**config.mk**
```make
export PLATFORM = sky130hd
export DESIGN_NAME = ss_axi_isolate_seq
export DESIGN_NICKNAME = d
export VERILOG_FILES = /design/src/rtl/ss_axi_isolate_seq.sv
export SDC_FILE = /design/constraint.sdc
export NUM_CORES = 1
export LEC_CHECK = 0
export CAP_MARGIN = 20
export CORE_UTILIZATION = 44
export DETAILED_ROUTE_END_ITERATION = 8
export PLACE_DENSITY_LB_ADDON = 0.15
export SETUP_SLACK_MARGIN = 0.05
export SYNTH_ARGS = -nofsm -noshare
export SYNTH_HDL_FRONTEND = slang
export SYNTH_SLANG_ARGS = --single-unit
export TNS_END_PERCENT = 20
```
**constraint.sdc**
```tcl
create_clock -name clk_i -period 2.8 [get_ports clk_i]
set_input_delay 0.42 -clock clk_i [delete_from_list [all_inputs] [get_ports clk_i]]
set_output_delay 0.42 -clock clk_i [all_outputs]
set_load 0.02 [all_outputs]
```
**src/rtl/ss_axi_isolate_seq.sv**
```systemverilog
// ss_axi_isolate_seq
// Isolation sequencer for the secure subsystem's outbound AXI masters.
// Tracks outstanding AW/AR transactions per port from handshake pulses,
// throttles each port at its outstanding limit, and on an isolate request
// gates all ports, waits for them to drain (or for a drain timeout) and
// then reports isolation.
//
// Ports:
//   clk_i, rst_i      clock, synchronous active-high reset
//   isolate_i         asynchronous isolate request (synchronised here)
//   aw_hs_i, ar_hs_i  per-port request handshake pulses (increment)
//   b_hs_i            per-port write response handshake pulses (decrement)
//   rlast_hs_i        per-port last read beat handshake pulses (decrement)
//   gate_o            per-port: 1 = do not accept new AW/AR
//   busy_o            per-port: 1 = outstanding counter non-zero
//   isolated_o        all ports gated and drained (or timed out)
//   timeout_o         sticky: last isolation was forced by the drain timeout
//   underflow_o       sticky: a completion arrived with the counter at 0
//   drain_cycles_o    length of the last completed drain, in cycles
//
// Optional feature macro: SS_AXI_ISOLATE_PERF_EN
//   defined   -> drain_cycles_o reports the saturating DRAIN-cycle count
//   undefined -> drain_cycles_o is tied to 0
module ss_axi_isolate_seq #(
    parameter int unsigned NumPorts      = 2,
    parameter int unsigned MaxPending    = 8,
    parameter int unsigned SyncStages    = 3,
    parameter int unsigned TimeoutCycles = 1024
) (
    input  logic                clk_i,
    input  logic                rst_i,
    input  logic                isolate_i,
    input  logic [NumPorts-1:0] aw_hs_i,
    input  logic [NumPorts-1:0] ar_hs_i,
    input  logic [NumPorts-1:0] b_hs_i,
    input  logic [NumPorts-1:0] rlast_hs_i,
    output logic [NumPorts-1:0] gate_o,
    output logic [NumPorts-1:0] busy_o,
    output logic                isolated_o,
    output logic                timeout_o,
    output logic                underflow_o,
    output logic [31:0]         drain_cycles_o
);

    localparam int unsigned CntW  = $clog2(MaxPending + 1);
    localparam int unsigned CntW1 = CntW + 1;
    localparam int unsigned TmrW  = (TimeoutCycles > 1) ? $clog2(TimeoutCycles) : 1;

    typedef enum logic [1:0] {
        ST_RUN,
        ST_DRAIN,
        ST_ISOLATED
    } state_e;

    state_e                state_q, state_d;
    logic [SyncStages-1:0] sync_q;
    logic                  iso_s;
    logic [CntW-1:0]       cnt_q [NumPorts];
    logic [CntW-1:0]       cnt_d [NumPorts];
    logic [NumPorts-1:0]   uf_hit;
    logic [TmrW-1:0]       timer_q, timer_d;
    logic                  timeout_q, timeout_d;
    logic                  underflow_q;
    logic                  all_idle;
    logic                  drain_done;

    // Synchroniser resets to 1 so the block comes up isolated.
    always_ff @(posedge clk_i) begin
        if (rst_i) sync_q <= '1;
        else       sync_q <= {sync_q[SyncStages-2:0], isolate_i};
    end
    assign iso_s = sync_q[SyncStages-1];

    // Returns {underflow, next count}. Completions are taken off first and
    // clamp at zero; new issues are then added and saturate at MaxPending.
    function automatic logic [CntW:0] cnt_step(
        input logic [CntW-1:0] cnt,
        input logic            inc_a,
        input logic            inc_b,
        input logic            dec_a,
        input logic            dec_b
    );
        logic [CntW1-1:0] inc, dec, cur, nxt;
        logic             uf;
        inc = CntW1'(inc_a) + CntW1'(inc_b);
        dec = CntW1'(dec_a) + CntW1'(dec_b);
        cur = CntW1'(cnt);
        uf  = (dec > cur);
        nxt = uf ? inc : (cur - dec + inc);
        if (nxt > CntW1'(MaxPending)) nxt = CntW1'(MaxPending);
        return {uf, nxt[CntW-1:0]};
    endfunction

    always_comb begin
        uf_hit = '0;
        for (int unsigned p = 0; p < NumPorts; p++) begin
            cnt_d[p] = '0;
            {uf_hit[p], cnt_d[p]} = cnt_step(cnt_q[p], aw_hs_i[p], ar_hs_i[p],
                                             b_hs_i[p], rlast_hs_i[p]);
        end
    end

    always_ff @(posedge clk_i) begin
        if (rst_i) begin
            for (int unsigned p = 0; p < NumPorts; p++) cnt_q[p] <= '0;
            underflow_q <= 1'b0;
        end else begin
            for (int unsigned p = 0; p < NumPorts; p++) cnt_q[p] <= cnt_d[p];
            underflow_q <= underflow_q | (|uf_hit);
        end
    end

    // Gating at MaxPending-1 keeps the limit even with AW and AR together.
    always_comb begin
        busy_o = '0;
        gate_o = '1;
        for (int unsigned p = 0; p < NumPorts; p++) begin
            busy_o[p] = (cnt_q[p] != '0);
            gate_o[p] = (state_q != ST_RUN) || (cnt_q[p] >= CntW'(MaxPending - 1));
        end
    end
    assign all_idle = ~|busy_o;

    always_comb begin
        state_d    = state_q;
        timer_d    = timer_q;
        timeout_d  = timeout_q;
        drain_done = 1'b0;
        case (state_q)
            ST_RUN: begin
                if (iso_s) begin
                    state_d = ST_DRAIN;
                    timer_d = '0;
                end
            end
            ST_DRAIN: begin
                timer_d = timer_q + TmrW'(1);
                // Abort has priority over a drain completing in the same cycle.
                if (!iso_s) begin
                    state_d = ST_RUN;
                end else if (all_idle) begin
                    state_d    = ST_ISOLATED;
                    timeout_d  = 1'b0;
                    drain_done = 1'b1;
                end else if ((TimeoutCycles != 0) &&
                             (timer_q == TmrW'(TimeoutCycles - 1))) begin
                    state_d    = ST_ISOLATED;
                    timeout_d  = 1'b1;
                    drain_done = 1'b1;
                end
            end
            ST_ISOLATED: begin
                if (!iso_s) state_d = ST_RUN;
            end
            default: state_d = ST_ISOLATED;
        endcase
    end

    always_ff @(posedge clk_i) begin
        if (rst_i) begin
            state_q   <= ST_ISOLATED;
            timer_q   <= '0;
            timeout_q <= 1'b0;
        end else begin
            state_q   <= state_d;
            timer_q   <= timer_d;
            timeout_q <= timeout_d;
        end
    end

    assign isolated_o  = (state_q == ST_ISOLATED);
    assign timeout_o   = timeout_q;
    assign underflow_o = underflow_q;

`ifdef SS_AXI_ISOLATE_PERF_EN
    logic [31:0] perf_q, perf_d, drain_cycles_q;

    assign perf_d = (perf_q == '1) ? perf_q : perf_q + 32'd1;

    // perf_d at the exit edge already includes the final DRAIN cycle.
    always_ff @(posedge clk_i) begin
        if (rst_i) begin
            perf_q         <= '0;
            drain_cycles_q <= '0;
        end else begin
            if (state_q == ST_RUN && state_d == ST_DRAIN) perf_q <= '0;
            else if (state_q == ST_DRAIN)                 perf_q <= perf_d;
            if (drain_done) drain_cycles_q <= perf_d;
        end
    end
    assign drain_cycles_o = drain_cycles_q;
`else
    assign drain_cycles_o = '0;
`endif

endmodule

```
==> impl_metrics.json <==
{
  "status": "finished, final reports clean",
  "synth_mux_area_share_pct": 2.89,
  "area_growth_pct": 22.0,
  "clock_sinks": 25,
  "clkPwrFrac_pct": 9.7,
  "grt.total_usage_pct": 17.0,
  "worstMarginPinSlew_ps": 714,
  "period_share_pct": 93.8,
  "crit_type": "in2reg",
  "synthArstFlopShare_pct": 0,
  "hold_path_class": "reg2reg",
  "synth-compound-area-share_pct": 13.6,
  "reg2reg_slack_ps": 490,
  "ctsLongestPathBuffers": 2,
  "initial_utilization_pct": 46.7,
  "clkSlewWorstSetupHoldPaths_ps": 90,
  "hold_viol": 0,
  "grt_pass1_wl_um": 5940,
  "netlist_top_cells_count": "buf_4, dfxtp_1, ha_1",
  "cts_tree": "yes",
  "yosysSeqAreaShare_pct": 26.2,
  "rsz0062_at_grt": "true",
  "syn_avg_cell_area_sq_um": 8.47,
  "swShare_pct": 42.1,
  "port_buffers": 17,
  "yosysTopAreaCell": "dfxtp_1",
  "cp.required_ps": 2970,
  "cts_buffers": 3,
  "hold_end": "sync_q[2]",
  "drc": 0,
  "drv_cap": 0,
  "drive_gt1_share_pct": 20.6,
  "synthCells": 225,
  "combPwrFrac_pct": 68.9,
  "drtIter0Drc": 68,
  "crit_top_cell": "ha_1",
  "yosys.area_share.adder_pct": 17.2,
  "antenna_found_initial": 0,
  "final_nets": 294,
  "clk_latency_ps": 260,
  "synth_cell_types": 43,
  "die_h_um": 67.8,
  "drv_slew": 0,
  "reg2regPathDepth": 11,
  "rows": 23,
  "vias": 1508,
  "synth_area_sq_mm": 0.00191,
  "die_w_um": 67.8,
  "synth_top_family_by_area": "buffers and inverters",
  "synth_top_area_share_pct": 26.2,
  "wl_um": 3550,
  "seqPwrFrac_pct": 21.3,
  "avgViaCountPerCell": 4.91,
  "timing.rr.end": "cnt_q[0][1]",
  "synth_xor_area_share_pct": 3.67,
  "switchingPower_uw": 932,
  "cp-end-kind": "flop",
  "root_buffer": "clkbuf_8",
  "diodes": 0,
  "r2r_start": "cnt_q[0][0]",
  "finish.utilization_pct": 57.0,
  "synth_edf_count": 0,
  "crit_path_start_kind": "input port",
  "synthMostInstantiatedCell": "buf_4",
  "grt_max_degree": 21,
  "dp_hpwl_um": 2710,
  "gp_congestion": 0.759,
  "hold_slack_ps": 417,
  "internal-power_uw": 1280,
  "grt_pass1_vias": 1355,
  "antenna_left": 0,
  "preCtsSetupSlack_ps": -461,
  "placedCellCount": 302,
  "grt_remaining_overflow": 0,
  "path_cells": "clkdlybuf4s50_1 > ha_2 > xnor2_2 > ha_1 > buf_4 > ha_1 > a21o_1 > a21oi_2 > xnor2_1 > nand2_1 > o41ai_2",
  "min_from": "sync_q[1]",
  "vdd_drop_max_uv": 663,
  "worst_slack_ps": 174,
  "cp_max_fo": 2,
  "synth.area.top_cells": "dfxtp_1, ha_1, buf_4",
  "p_leak_uw": 0.00105,
  "synthSimpleGateAreaFrac_pct": 18.1,
  "finalPower_uw": 2220,
  "max_stage_delay_ps": 460,
  "ys_ff_latch": 25,
  "core_region_area_sq_mm": 0.00409,
  "io_pins": 50,
  "finClkSkew_ps": 1.14,
  "cts-hold-fix-buffers": 0,
  "relSlewSlack_pct": 52.3,
  "fin_cells": 307,
  "cp.arrival_ps": 2800,
  "hold_path_depth": 1,
  "drtPass1Iterations": 4,
  "synth_top_flop_cell": "dfxtp_1",
  "die_area_sq_mm": 0.00460,
  "finalCriticalPeriod_ps": 2630,
  "p_per_area_mw_per_mm2": 953,
  "wl_per_cell_um": 11.6,
  "slowest_stage": "clkdlybuf4s50_1",
  "ctsHtreeMaxLevel": 1,
  "finalSetupViolations": 0,
  "yosys_warnings": 0,
  "max_freq_mhz": 381
}
-- metrics by stage --
stage               TNS [ps]  area [sq um]
CTS                        0          2230
global placement       -1720          2110
finish                     0          2330
detailed placement     -2270          2110
floorplan                  0          2020
global route               0          2330
-- worst max-delay path: cells and delay by family --
| family | cells | cell delay, ps |
|---|---|---|
| AO/OA/AOI/OAI | 3 | 670 |
| XOR/XNOR | 2 | 260 |
| adder cells (fa/ha/maj) | 3 | 730 |
| buffers and inverters | 2 | 600 |
| AND/OR/NAND/NOR | 1 | 120 |
-- routing by layer --
layer	track usage (%)	part of all wire [%]	up-vias
li1	-	-	770
met3	4.00	3.4	2
met1	21.3	47	703
met5	0	0	-
met4	2.34	0.23	0
met2	30.1	49	33
-- registers in the layout, indices dropped and copies added, names as in the netlist --
register,cells
cnt_q,8
timeout_o,1
state_q,2
timer_q,10
underflow_o,1
sync_q,3
-- cells in the final DEF (no fill, tap or decap), types with 3 or more instances in the layout --
| cell type | n |
|---|---|
| nand3_1 | 5 |
| dfxtp_1 | 25 |
| a21o_1 | 4 |
| ha_4 | 4 |
| clkdlybuf4s50_1 | 13 |
| a21oi_2 | 4 |
| nor3_1 | 3 |
| xnor2_1 | 3 |
| nand3b_1 | 5 |
| buf_4 | 17 |
| o41ai_2 | 3 |
| inv_1 | 22 |
| o21ai_0 | 5 |
| nand2_1 | 9 |
| nor2b_1 | 3 |
| ha_1 | 14 |
| conb_1 | 32 |
| clkbuf_8 | 3 |
| xnor2_2 | 3 |
| nor2_1 | 16 |
| dlymetal6s2s_1 | 4 |
| or2_2 | 4 |
| a21oi_1 | 6 |
| ha_2 | 5 |
| nand4_1 | 4 |
-- area by class of cell --
class | count | area, sq um
fill | 376 | 1760
tap | 50 | 62.6
multi-input combinational | 172 | 1330
clock buffer | 4 | 45.0
timing repair buffer | 34 | 308
inverter | 22 | 82.6
sequential | 25 | 500
-- power by group through the flow --
stage               Sequential [uW]  Clock [uW]  Combinational, uW
finish                          473         216               1530
global route                    485         240               1690
CTS                             473         221               1410
detailed placement              481           0               1260
global placement                479           0               1250
floorplan                       474           0                819
-- kinds of logic after synthesis --
kind of cell	Yosys count
compound gates	38
mux	5
flops	25
buf+inv	59
xor+xnor	8
simple gates	64
other cells	1
fa+ha+maj	25
-- timing repair --
action                                  in CTS  in global routing
endpoints found under the setup margin       5                  7
gates resized for setup                     10                 19
buffers inserted                             1                  0
pin swaps                                    7                  8
hold endpoints to repair                     0                  0
-- worst max path at each step --
stage	from	end	cells after the start
floorplan	b_hs_i[0]	cnt_q[0][1]	11
global placement	b_hs_i[1]	cnt_q[0][5]	12
detailed placement	b_hs_i[1]	cnt_q[0][4]	12
CTS	b_hs_i[0]	cnt_q[0][1]	12
global route	aw_hs_i[0]	cnt_q[0][1]	11
finish	aw_hs_i[0]	cnt_q[0][1]	11
No activity file was read; power rests on OpenSTA's default activity.
